**src/rtl/nexusv_apb_master_pkg.sv**
```systemverilog
// Shared definitions for the nexusV APB4 master bridge: FSM state encoding,
// RV32 load/store funct3 codes, the APB window decode bit and request checks.
package nexusv_apb_master_pkg;

    // Peripherals live in the upper address half.
    localparam int unsigned ApbBaseBit = 31;

    typedef enum logic [1:0] {
        StIdle   = 2'd0,
        StSetup  = 2'd1,
        StAccess = 2'd2,
        StErr    = 2'd3
    } state_t;

    localparam logic [2:0] F3Lb  = 3'b000;
    localparam logic [2:0] F3Lh  = 3'b001;
    localparam logic [2:0] F3Lw  = 3'b010;
    localparam logic [2:0] F3Lbu = 3'b100;
    localparam logic [2:0] F3Lhu = 3'b101;
    localparam logic [2:0] F3Sb  = 3'b000;
    localparam logic [2:0] F3Sh  = 3'b001;
    localparam logic [2:0] F3Sw  = 3'b010;

    function automatic logic f3_legal(input logic write, input logic [2:0] f3);
        if (write) begin
            return (f3 == F3Sb) || (f3 == F3Sh) || (f3 == F3Sw);
        end
        return (f3 == F3Lb) || (f3 == F3Lh) || (f3 == F3Lw) || (f3 == F3Lbu) || (f3 == F3Lhu);
    endfunction

    // funct3[1:0] encodes the access size for both loads and stores.
    function automatic logic misaligned(input logic [2:0] f3, input logic [1:0] addr_lo);
        return ((f3[1:0] == 2'b01) && addr_lo[0]) || ((f3[1:0] == 2'b10) && (addr_lo != 2'b00));
    endfunction

endpackage

```
**src/rtl/nexusv_apb_master_if.sv**
```systemverilog
// Bundle of core request/response and APB4 bus signals for the nexusV bridge.
// The master modport is the bridge's view; slave is the core plus peripherals.
interface nexusv_apb_master_if #(
    parameter int unsigned ADDR_W  = 32,
    parameter int unsigned NUM_SLV = 4
);
    logic                   req_valid;
    logic                   req_ready;
    logic                   req_write;
    logic [ADDR_W-1:0]      req_addr;
    logic [31:0]            req_wdata;
    logic [2:0]             req_funct3;
    logic                   rsp_valid;
    logic [31:0]            rsp_rdata;
    logic                   rsp_err;
    logic [ADDR_W-1:0]      paddr;
    logic                   pwrite;
    logic [NUM_SLV-1:0]     psel;
    logic                   penable;
    logic [31:0]            pwdata;
    logic [3:0]             pstrb;
    logic [NUM_SLV*32-1:0]  prdata;
    logic [NUM_SLV-1:0]     pready;
    logic [NUM_SLV-1:0]     pslverr;

    modport master (
        input  req_valid, req_write, req_addr, req_wdata, req_funct3,
        output req_ready, rsp_valid, rsp_rdata, rsp_err,
        output paddr, pwrite, psel, penable, pwdata, pstrb,
        input  prdata, pready, pslverr
    );

    modport slave (
        output req_valid, req_write, req_addr, req_wdata, req_funct3,
        input  req_ready, rsp_valid, rsp_rdata, rsp_err,
        input  paddr, pwrite, psel, penable, pwdata, pstrb,
        output prdata, pready, pslverr
    );

endinterface

```
**src/rtl/nexusv_apb_master_lane_align.sv**
```systemverilog
// Byte-lane steering: store strobes and replicated write data, plus RV32
// load extraction and sign/zero extension, all from funct3 and addr[1:0].
module nexusv_apb_master_lane_align
    import nexusv_apb_master_pkg::*;
(
    input  logic        write,
    input  logic [2:0]  funct3,
    input  logic [1:0]  addr_lo,
    input  logic [31:0] wdata,
    input  logic [31:0] rdata_raw,
    output logic [31:0] pwdata,
    output logic [3:0]  pstrb,
    output logic [31:0] rdata_ext
);

    logic [7:0]  byte_sel;
    logic [15:0] half_sel;

    // Store side: replicate the right-aligned datum and enable its lanes.
    always_comb begin
        pwdata = wdata;
        pstrb  = 4'b0000;
        if (write) begin
            case (funct3[1:0])
                2'b00: begin
                    pwdata = {4{wdata[7:0]}};
                    pstrb  = 4'b0001 << addr_lo;
                end
                2'b01: begin
                    pwdata = {2{wdata[15:0]}};
                    pstrb  = addr_lo[1] ? 4'b1100 : 4'b0011;
                end
                default: begin
                    pwdata = wdata;
                    pstrb  = 4'b1111;
                end
            endcase
        end
    end

    // Load side: pick the addressed lane, then extend per funct3.
    always_comb begin
        case (addr_lo)
            2'b00:   byte_sel = rdata_raw[7:0];
            2'b01:   byte_sel = rdata_raw[15:8];
            2'b10:   byte_sel = rdata_raw[23:16];
            default: byte_sel = rdata_raw[31:24];
        endcase
        half_sel = addr_lo[1] ? rdata_raw[31:16] : rdata_raw[15:0];
        case (funct3)
            F3Lb:    rdata_ext = {{24{byte_sel[7]}}, byte_sel};
            F3Lh:    rdata_ext = {{16{half_sel[15]}}, half_sel};
            F3Lbu:   rdata_ext = {24'h0, byte_sel};
            F3Lhu:   rdata_ext = {16'h0, half_sel};
            default: rdata_ext = rdata_raw;
        endcase
    end

endmodule

```
**src/rtl/nexusv_apb_master.sv**
```systemverilog
// nexusV APB4 master bridge: accepts core load/store requests, runs the
// SETUP/ACCESS handshake on one of NUM_SLV slaves and returns a one-cycle
// response. Define APB_TIMEOUT_EN to abort ACCESS after TIMEOUT_CYC waits.
module nexusv_apb_master
    import nexusv_apb_master_pkg::*;
#(
    parameter int unsigned ADDR_W      = 32,
    parameter int unsigned NUM_SLV     = 4,
    parameter int unsigned SLV_SEL_LSB = 16,
    parameter int unsigned TIMEOUT_CYC = 255
) (
    input logic                 clk,
    input logic                 rst_n,
    nexusv_apb_master_if.master bus
);

    localparam int unsigned IdxW = (NUM_SLV > 1) ? $clog2(NUM_SLV) : 1;

    state_t              state_q, state_d;
    logic [ADDR_W-1:0]   addr_q;
    logic                write_q;
    logic [31:0]         wdata_q;
    logic [2:0]          funct3_q;
    logic [IdxW-1:0]     idx_q;
    logic                rsp_valid_q, rsp_valid_d;
    logic                rsp_err_q, rsp_err_d;
    logic [31:0]         rsp_rdata_q, rsp_rdata_d;

    logic [IdxW-1:0]     req_idx;
    logic                req_bad;
    logic                accept;
    logic                timeout;
    logic [NUM_SLV-1:0]  sel_onehot;
    logic [31:0]         sel_prdata;
    logic                sel_pready;
    logic                sel_pslverr;
    logic [31:0]         lane_pwdata;
    logic [3:0]          lane_pstrb;
    logic [31:0]         rdata_ext;

    if (NUM_SLV > 1) begin : g_idx
        assign req_idx = bus.req_addr[SLV_SEL_LSB +: IdxW];
    end else begin : g_idx_single
        assign req_idx = '0;
    end

    assign accept  = (state_q == StIdle) && bus.req_valid;
    // Index range check only bites for non-power-of-two NUM_SLV.
    assign req_bad = !f3_legal(bus.req_write, bus.req_funct3)
                   || misaligned(bus.req_funct3, bus.req_addr[1:0])
                   || (32'(req_idx) >= NUM_SLV);

    // Decode the captured index and mux the selected slave's response.
    always_comb begin
        sel_onehot  = '0;
        sel_prdata  = '0;
        sel_pready  = 1'b0;
        sel_pslverr = 1'b0;
        for (int unsigned i = 0; i < NUM_SLV; i++) begin
            if (32'(idx_q) == i) begin
                sel_onehot[i] = 1'b1;
                sel_prdata    = bus.prdata[32*i +: 32];
                sel_pready    = bus.pready[i];
                sel_pslverr   = bus.pslverr[i];
            end
        end
    end

`ifdef APB_TIMEOUT_EN
    localparam int unsigned CntW = $clog2(TIMEOUT_CYC + 1);
    logic [CntW-1:0] wait_cnt_q;

    // Count consecutive not-ready ACCESS cycles; cleared outside ACCESS.
    always_ff @(posedge clk or negedge rst_n) begin
        if (!rst_n) begin
            wait_cnt_q <= '0;
        end else if (state_q != StAccess) begin
            wait_cnt_q <= '0;
        end else if (!sel_pready) begin
            wait_cnt_q <= wait_cnt_q + 1'b1;
        end
    end

    assign timeout = (state_q == StAccess) && !sel_pready
                   && (wait_cnt_q == CntW'(TIMEOUT_CYC - 1));
`else
    // Timeout logic compiled out; keep the parameter referenced.
    logic unused_timeout_cfg;
    assign unused_timeout_cfg = ^TIMEOUT_CYC;
    assign timeout = 1'b0;
`endif

    // State register.
    always_ff @(posedge clk or negedge rst_n) begin
        if (!rst_n) begin
            state_q <= StIdle;
        end else begin
            state_q <= state_d;
        end
    end

    // Next-state logic.
    always_comb begin
        state_d = state_q;
        unique case (state_q)
            StIdle:   if (bus.req_valid) state_d = req_bad ? StErr : StSetup;
            StSetup:  state_d = StAccess;
            StAccess: if (sel_pready || timeout) state_d = StIdle;
            StErr:    state_d = StIdle;
            default:  state_d = StIdle;
        endcase
    end

    // APB control and request handshake outputs.
    always_comb begin
        bus.req_ready = 1'b0;
        bus.psel      = '0;
        bus.penable   = 1'b0;
        unique case (state_q)
            StIdle:   bus.req_ready = 1'b1;
            StSetup:  bus.psel = sel_onehot;
            StAccess: begin
                bus.psel    = sel_onehot;
                bus.penable = 1'b1;
            end
            default: ;
        endcase
    end

    // Capture the request on accept; these drive the APB address/data phase.
    always_ff @(posedge clk or negedge rst_n) begin
        if (!rst_n) begin
            addr_q   <= '0;
            write_q  <= 1'b0;
            wdata_q  <= '0;
            funct3_q <= '0;
            idx_q    <= '0;
        end else if (accept) begin
            addr_q   <= bus.req_addr;
            write_q  <= bus.req_write;
            wdata_q  <= bus.req_wdata;
            funct3_q <= bus.req_funct3;
            idx_q    <= req_idx;
        end
    end

    // Response next-state: data and error hold between responses.
    always_comb begin
        rsp_valid_d = 1'b0;
        rsp_err_d   = rsp_err_q;
        rsp_rdata_d = rsp_rdata_q;
        if (state_q == StErr) begin
            rsp_valid_d = 1'b1;
            rsp_err_d   = 1'b1;
            rsp_rdata_d = '0;
        end else if (state_q == StAccess && sel_pready) begin
            rsp_valid_d = 1'b1;
            rsp_err_d   = sel_pslverr;
            rsp_rdata_d = (sel_pslverr || write_q) ? 32'h0 : rdata_ext;
        end else if (timeout) begin
            rsp_valid_d = 1'b1;
            rsp_err_d   = 1'b1;
            rsp_rdata_d = '0;
        end
    end

    // Response registers.
    always_ff @(posedge clk or negedge rst_n) begin
        if (!rst_n) begin
            rsp_valid_q <= 1'b0;
            rsp_err_q   <= 1'b0;
            rsp_rdata_q <= '0;
        end else begin
            rsp_valid_q <= rsp_valid_d;
            rsp_err_q   <= rsp_err_d;
            rsp_rdata_q <= rsp_rdata_d;
        end
    end

    nexusv_apb_master_lane_align u_lane_align (
        .write     (write_q),
        .funct3    (funct3_q),
        .addr_lo   (addr_q[1:0]),
        .wdata     (wdata_q),
        .rdata_raw (sel_prdata),
        .pwdata    (lane_pwdata),
        .pstrb     (lane_pstrb),
        .rdata_ext (rdata_ext)
    );

    assign bus.paddr     = addr_q;
    assign bus.pwrite    = write_q;
    assign bus.pwdata    = lane_pwdata;
    assign bus.pstrb     = lane_pstrb;
    assign bus.rsp_valid = rsp_valid_q;
    assign bus.rsp_err   = rsp_err_q;
    assign bus.rsp_rdata = rsp_rdata_q;

endmodule

```
**src/flat_wrapper.sv**
```systemverilog
// flat-port wrapper written by rule: the top's interface ports become plain ports
module nexusv_apb_master_flat import nexusv_apb_master_pkg::*;
#(
    parameter int unsigned ADDR_W      = 32,
    parameter int unsigned NUM_SLV     = 4,
    parameter int unsigned SLV_SEL_LSB = 16,
    parameter int unsigned TIMEOUT_CYC = 255
)
  (clk, rst_n, bus_req_valid, bus_req_write, bus_req_addr, bus_req_wdata, bus_req_funct3, bus_req_ready, bus_rsp_valid, bus_rsp_rdata, bus_rsp_err, bus_paddr, bus_pwrite, bus_psel, bus_penable, bus_pwdata, bus_pstrb, bus_prdata, bus_pready, bus_pslverr);
  nexusv_apb_master_if #(.ADDR_W(ADDR_W), .NUM_SLV(NUM_SLV)) bus_i ();
  input logic clk;
  input logic rst_n;
  input wire logic [$bits(bus_i.req_valid)-1:0] bus_req_valid;
  input wire logic [$bits(bus_i.req_write)-1:0] bus_req_write;
  input wire logic [$bits(bus_i.req_addr)-1:0] bus_req_addr;
  input wire logic [$bits(bus_i.req_wdata)-1:0] bus_req_wdata;
  input wire logic [$bits(bus_i.req_funct3)-1:0] bus_req_funct3;
  output wire logic [$bits(bus_i.req_ready)-1:0] bus_req_ready;
  output wire logic [$bits(bus_i.rsp_valid)-1:0] bus_rsp_valid;
  output wire logic [$bits(bus_i.rsp_rdata)-1:0] bus_rsp_rdata;
  output wire logic [$bits(bus_i.rsp_err)-1:0] bus_rsp_err;
  output wire logic [$bits(bus_i.paddr)-1:0] bus_paddr;
  output wire logic [$bits(bus_i.pwrite)-1:0] bus_pwrite;
  output wire logic [$bits(bus_i.psel)-1:0] bus_psel;
  output wire logic [$bits(bus_i.penable)-1:0] bus_penable;
  output wire logic [$bits(bus_i.pwdata)-1:0] bus_pwdata;
  output wire logic [$bits(bus_i.pstrb)-1:0] bus_pstrb;
  input wire logic [$bits(bus_i.prdata)-1:0] bus_prdata;
  input wire logic [$bits(bus_i.pready)-1:0] bus_pready;
  input wire logic [$bits(bus_i.pslverr)-1:0] bus_pslverr;
  assign bus_i.req_valid = bus_req_valid;
  assign bus_i.req_write = bus_req_write;
  assign bus_i.req_addr = bus_req_addr;
  assign bus_i.req_wdata = bus_req_wdata;
  assign bus_i.req_funct3 = bus_req_funct3;
  assign bus_req_ready = bus_i.req_ready;
  assign bus_rsp_valid = bus_i.rsp_valid;
  assign bus_rsp_rdata = bus_i.rsp_rdata;
  assign bus_rsp_err = bus_i.rsp_err;
  assign bus_paddr = bus_i.paddr;
  assign bus_pwrite = bus_i.pwrite;
  assign bus_psel = bus_i.psel;
  assign bus_penable = bus_i.penable;
  assign bus_pwdata = bus_i.pwdata;
  assign bus_pstrb = bus_i.pstrb;
  assign bus_i.prdata = bus_prdata;
  assign bus_i.pready = bus_pready;
  assign bus_i.pslverr = bus_pslverr;
  nexusv_apb_master #(.ADDR_W(ADDR_W), .NUM_SLV(NUM_SLV), .SLV_SEL_LSB(SLV_SEL_LSB), .TIMEOUT_CYC(TIMEOUT_CYC)) u_core (.clk(clk), .rst_n(rst_n), .bus(bus_i));
endmodule
```
**config.mk**
```make
export PLATFORM = sky130hd
export DESIGN_NAME = nexusv_apb_master_flat
export DESIGN_NICKNAME = d
export VERILOG_FILES = /design/src/rtl/nexusv_apb_master_pkg.sv /design/src/rtl/nexusv_apb_master_if.sv /design/src/rtl/nexusv_apb_master_lane_align.sv /design/src/rtl/nexusv_apb_master.sv /design/src/flat_wrapper.sv
export SDC_FILE = /design/constraint.sdc
export NUM_CORES = 1
export LEC_CHECK = 0
export CORE_MARGIN = 5
export CORE_UTILIZATION = 37
export DETAILED_ROUTE_END_ITERATION = 10
export PLACE_DENSITY = 0.89
export SLEW_MARGIN = 20
export SYNTH_ARGS = -nofsm -noshare
export SYNTH_HDL_FRONTEND = slang
export SYNTH_SLANG_ARGS = --single-unit
```
**constraint.sdc**
```tcl
create_clock -name clk -period 2.1 [get_ports clk]
set_clock_uncertainty 0.2 [all_clocks]
set_input_delay 0.525 -clock clk [delete_from_list [all_inputs] [get_ports clk]]
set_output_delay 0.525 -clock clk [all_outputs]
set_load 0.02 [all_outputs]
```
==> results.rst <==
.. list-table::
   :header-rows: 1

   * - Metric
     - Value
   * - Clock Path Buffers
     - 2
   * - Required time at the worst-slack endpoint
     - 2170 ps
   * - Portion of netlist area occupied by mux cells
     - about a third
   * - Arrival time at the worst endpoint
     - between 2000 and 2500 ps
   * - Initial antenna violation count
     - 2
   * - Family of cells with the greatest summed delay on the critical path
     - buffers and inverters
   * - CTS Root Cell
     - sky130_fd_sc_hd__clkbuf_16
   * - # diodes
     - 0
   * - Number of distinct library cells after synthesis
     - 46
   * - Dominant register cell in the synthesized netlist
     - sky130_fd_sc_hd__dfrtp_1
   * - Setup repair after global routing missed its margin
     - true
   * - Number of hold violations in the final report
     - 0
   * - Area share of the largest cell type after synthesis
     - between 40 and 50%
   * - Fraction of layout instances using a drive strength above 1
     - a little over two fifths
   * - Share of the synthesized netlist area taken by xor and xnor gates
     - 0%
   * - Critical Path Max Stage Delay
     - 530 ps
   * - # port buffers
     - approximately 320
   * - Register-to-register setup slack
     - -300 ps
   * - Synth warn
     - 0
   * - Syn-to-layout area delta
     - 83.5%
   * - Nature of the critical path startpoint
     - flop
   * - Number of DRC violations after detailed routing
     - 0
   * - Number of global-route vias before repair
     - between 6000 and 7000
   * - Post-synthesis cell area
     - just over 6000 um^2
   * - Number of enable flip-flop cells after synthesis
     - 0
   * - Async set-or-reset flop fraction in the synthesized netlist
     - 100%
   * - Final instance area
     - around 11000 um^2
   * - Initial cell density of the core
     - a little under two fifths
   * - Clock tree from TritonCTS
     - yes
   * - Power, Total
     - approximately 0.018 W
   * - Worst rel slew slack
     - 46.0%
   * - Endpoint of the worst hold path
     - u_core.bus.rsp_rdata[5]$_DFFE_PN0P_
   * - FF-to-FF path depth
     - 9
   * - Static leakage power
     - 4.90 nW
   * - Slew at the pin closest to its max-slew limit
     - just over 800 ps
   * - Setup crit start
     - u_core.idx_q[0]$_DFFE_PN0P_
   * - CTS sink cnt
     - 104
   * - Synthesized-area fraction occupied by adder cells
     - less than 1%
   * - Die span in x
     - about 140 um
   * - Part of the cycle the worst path needs
     - 114%
   * - Wire length after detailed routing
     - between 20000 and 30000 um
   * - Worst reg2reg startpoint
     - u_core.idx_q[0]$_DFFE_PN0P_
   * - Violated checks
     - setup timing
   * - Clock latency reported for the late side of the worst-skew pair
     - approximately 350 ps
   * - Synthesized netlist net count
     - 689
   * - Worst min-delay path category
     - reg2reg
   * - Share of the yosys chip area belonging to registers
     - a little over two fifths
   * - Maximum number of pins on one net before global-route repair
     - 37
   * - Largest cells by area after synthesis
     - sky130_fd_sc_hd__dfrtp_1 (43%), sky130_fd_sc_hd__mux2_2 (16%), sky130_fd_sc_hd__mux4_2 (16%), sky130_fd_sc_hd__a22oi_1 (3.2%), sky130_fd_sc_hd__nand2_1 (2.8%)
   * - Gate count after technology mapping
     - roughly 480
   * - Result of the run
     - finished, violations left
   * - Number of stages on the worst hold path
     - 2
   * - First-pass GRT wire length
     - ~38000 um
   * - Combinational family with the most area after synthesis
     - multiplexers
   * - Power per cell area
     - 1610 nW/um^2
   * - Depth of the CTS H-tree
     - 3
   * - Count of buffering cells on the critical path with inverters included
     - 5
   * - Max-cap viol count
     - 0
   * - Max-slew violation count
     - 0
   * - Post-route antenna net violation count
     - 0
   * - Top cell types by occurrence after synthesis
     - sky130_fd_sc_hd__dfrtp_1 (104), sky130_fd_sc_hd__mux2_2 (88), sky130_fd_sc_hd__nand2_1 (46), sky130_fd_sc_hd__mux4_2 (43), sky130_fd_sc_hd__a22oi_1 (26)
   * - Worst-path cell with the longest stage delay
     - sky130_fd_sc_hd__dfrtp_4
   * - Most repeated cell in the gate-level netlist after synthesis
     - sky130_fd_sc_hd__dfrtp_1
   * - Placeable core area
     - roughly 16000 um^2
   * - Post-layout min period
     - 2400 ps
   * - Top Ports
     - between 300 and 400
   * - Final nets
     - 1081
   * - Critical path cell sequence
     - buf_12 -> buf_6 -> mux4_2 -> buf_6 -> a21oi_4 -> buf_6 -> buf_16 -> a2111oi_4 -> nor2_1
   * - Row cnt
     - between 40 and 50
   * - Setup violations, final
     - 67
   * - Total of fill cells in the finished design
     - 1116
   * - Mean Syn Cell Area
     - roughly 13 um^2
   * - Number of flip-flops and latches in the synthesized netlist
     - 104
   * - Final Worst Setup Slack
     - -297 ps
   * - Ratio of routed vias to standard cells
     - 5.42
   * - Maximum achievable frequency
     - roughly 0.42 GHz
   * - Startpoint of the tightest hold check path
     - u_core.bus.rsp_rdata[5]$_DFFE_PN0P_
   * - Total track usage
     - 25.1%
   * - Detailed placement HPWL
     - between 15000 and 20000 um
   * - Die outline area
     - roughly 19000 um^2
   * - Path type of the worst setup path
     - reg2reg
   * - Count of routing violations after the opening detailed-route iteration
     - 345
   * - Placed Area
     - 10000 um^2
   * - Worst reg2reg endpoint
     - u_core.bus.rsp_rdata[15]$_DFFE_PN0P_
   * - Category of the worst setup path capture point
     - flop
   * - Post-Place Setup Slack
     - -574 ps
   * - Top cell type by total area after synthesis
     - sky130_fd_sc_hd__dfrtp_1
   * - Compound-Gate Fraction of Synth Area
     - 11.7%
   * - Number of buffers added by the clock tree synthesis step
     - 9
   * - Largest fanout of any net on the critical path
     - 9
   * - Placer's final routability congestion estimate
     - slightly below 0.9
   * - Drt wl/cell
     - between 20 and 25 um
   * - Worst-case vdd ir drop
     - approximately 0.84 mV
   * - Cell occurring most often along the worst timing path
     - sky130_fd_sc_hd__buf_6
   * - First-pass iteration count of the detailed router
     - 6
   * - Clock transition at path regs
     - approximately 80 ps
   * - Overall die height
     - between 100 and 150 um
   * - Remaining global-route overflow
     - 0
   * - Number of vias after detailed routing
     - 5937
   * - Post-synthesis simple-gate area fraction
     - under 10%
==> metrics by stage <==
stage	hold WS, ps	util [%]	instances	TNS (ps)
2_1_floorplan	29.4	-	478	-2640
3_3_place_gp	266	61.0	1038	-25490
3_5_place_dp	265	61.0	1038	-27140
4_1_cts	296	65.7	1080	-14520
5_1_grt	323	68.3	1095	-19250
6_report	297	68.3	1095	-13830
==> registers in the layout (all words and copies together), names as in the netlist <==
register              cells
u_core.bus.rsp_rdata     32
u_core.wdata_q           32
u_core.bus.paddr         31
u_core.funct3_q           3
u_core.state_q            2
u_core.bus.pwrite         1
u_core.bus.rsp_err        1
u_core.bus.rsp_valid      1
u_core.idx_q              1
==> worst register-to-register path, stage by stage, from the launching register on <==
cell and delay (ps):
sky130_fd_sc_hd__dfrtp_4 530, sky130_fd_sc_hd__buf_12 160, sky130_fd_sc_hd__buf_6 110, sky130_fd_sc_hd__mux4_2 470, sky130_fd_sc_hd__buf_6 150, sky130_fd_sc_hd__a21oi_4 200
sky130_fd_sc_hd__buf_6 150, sky130_fd_sc_hd__buf_16 140, sky130_fd_sc_hd__a2111oi_4 50, sky130_fd_sc_hd__nor2_1 170
==> power by group <==
part,internal (W),total [W],switching [W]
clock network,0.000952,0.00178,0.000831
registers,0.00297,0.00375,0.000782
logic,0.00664,0.0125,0.00587
==> how the worst max path moves through the flow <==
stage | to | cells after the start | slack [ps]
2_1_floorplan | u_core.bus.rsp_rdata[15]$_DFFE_PN0P_ | 6 | -130
3_3_place_gp | u_core.bus.rsp_rdata[15]$_DFFE_PN0P_ | 6 | -540
3_5_place_dp | u_core.bus.rsp_rdata[8]$_DFFE_PN0P_ | 7 | -570
4_1_cts | bus_pwdata[15] | 6 | -300
5_1_grt | u_core.bus.rsp_rdata[0]$_DFFE_PN0P_ | 7 | -390
6_report | u_core.bus.rsp_rdata[15]$_DFFE_PN0P_ | 9 | -300
==> what timing repair did <==
item	CTS	global route
endpoints found under the hold margin	19	0
setup endpoints to repair	87	82
pin swaps	20	28
gates resized for setup	270	75
setup buffers	23	14
cloned	3	3
hold buffers	1	0
==> cells in the final DEF (no fill, tap or decap), types with 7 or more instances in the layout <==
cell                              netlist  final
sky130_fd_sc_hd__nand2_1               46     35
sky130_fd_sc_hd__buf_12                 0     14
sky130_fd_sc_hd__nor2_1                13      7
sky130_fd_sc_hd__mux2_2                88     76
sky130_fd_sc_hd__o21ai_1                4      8
sky130_fd_sc_hd__dlymetal6s2s_1         0     12
sky130_fd_sc_hd__mux2_4                 0     12
sky130_fd_sc_hd__o211ai_1              12     12
sky130_fd_sc_hd__clkbuf_16              0     12
sky130_fd_sc_hd__dlygate4sd2_1          0     17
sky130_fd_sc_hd__a22oi_1               26     12
sky130_fd_sc_hd__buf_4                 13     72
sky130_fd_sc_hd__buf_6                  5     44
sky130_fd_sc_hd__mux4_2                43     43
sky130_fd_sc_hd__clkdlybuf4s50_1        0    249
sky130_fd_sc_hd__o21ai_2                0      8
sky130_fd_sc_hd__dfrtp_1              104    100
sky130_fd_sc_hd__nand2_2                0     10
sky130_fd_sc_hd__a22oi_2                4     18
==> cell families after synthesis <==
kind of cell / Yosys count
adders and majority gates: 4
muxes: 141
and+or+nand+nor: 82
DFF: 104
buffers and inverters: 51
AOI/OAI and AO/OA: 96
==> routing by layer <==
metal	wire length [um]	track usage [%]	share of wire (%)	vias up
met5	27	0	0.11	-
met1	9610	29.8	38	2949
met4	927	10.5	3.7	4
li1	-	-	-	2600
met2	13000	43.3	52	316
met3	1690	6.39	6.7	68
==> layout make-up <==
class / count / area (um^2) / area share, %
Clock buffer: 9 / 225 / 2.01
Clock inverter: 7 / 83.8 / 0.748
Inverter: 7 / 27.5 / 0.246
Multi-Input combinational cell: 323 / 3630 / 32.4
Sequential cell: 104 / 2610 / 23.3
Tap cell: 220 / 275 / 2.46
Timing Repair Buffer: 425 / 4350 / 38.8
No activity file was read; power rests on OpenSTA's default activity.
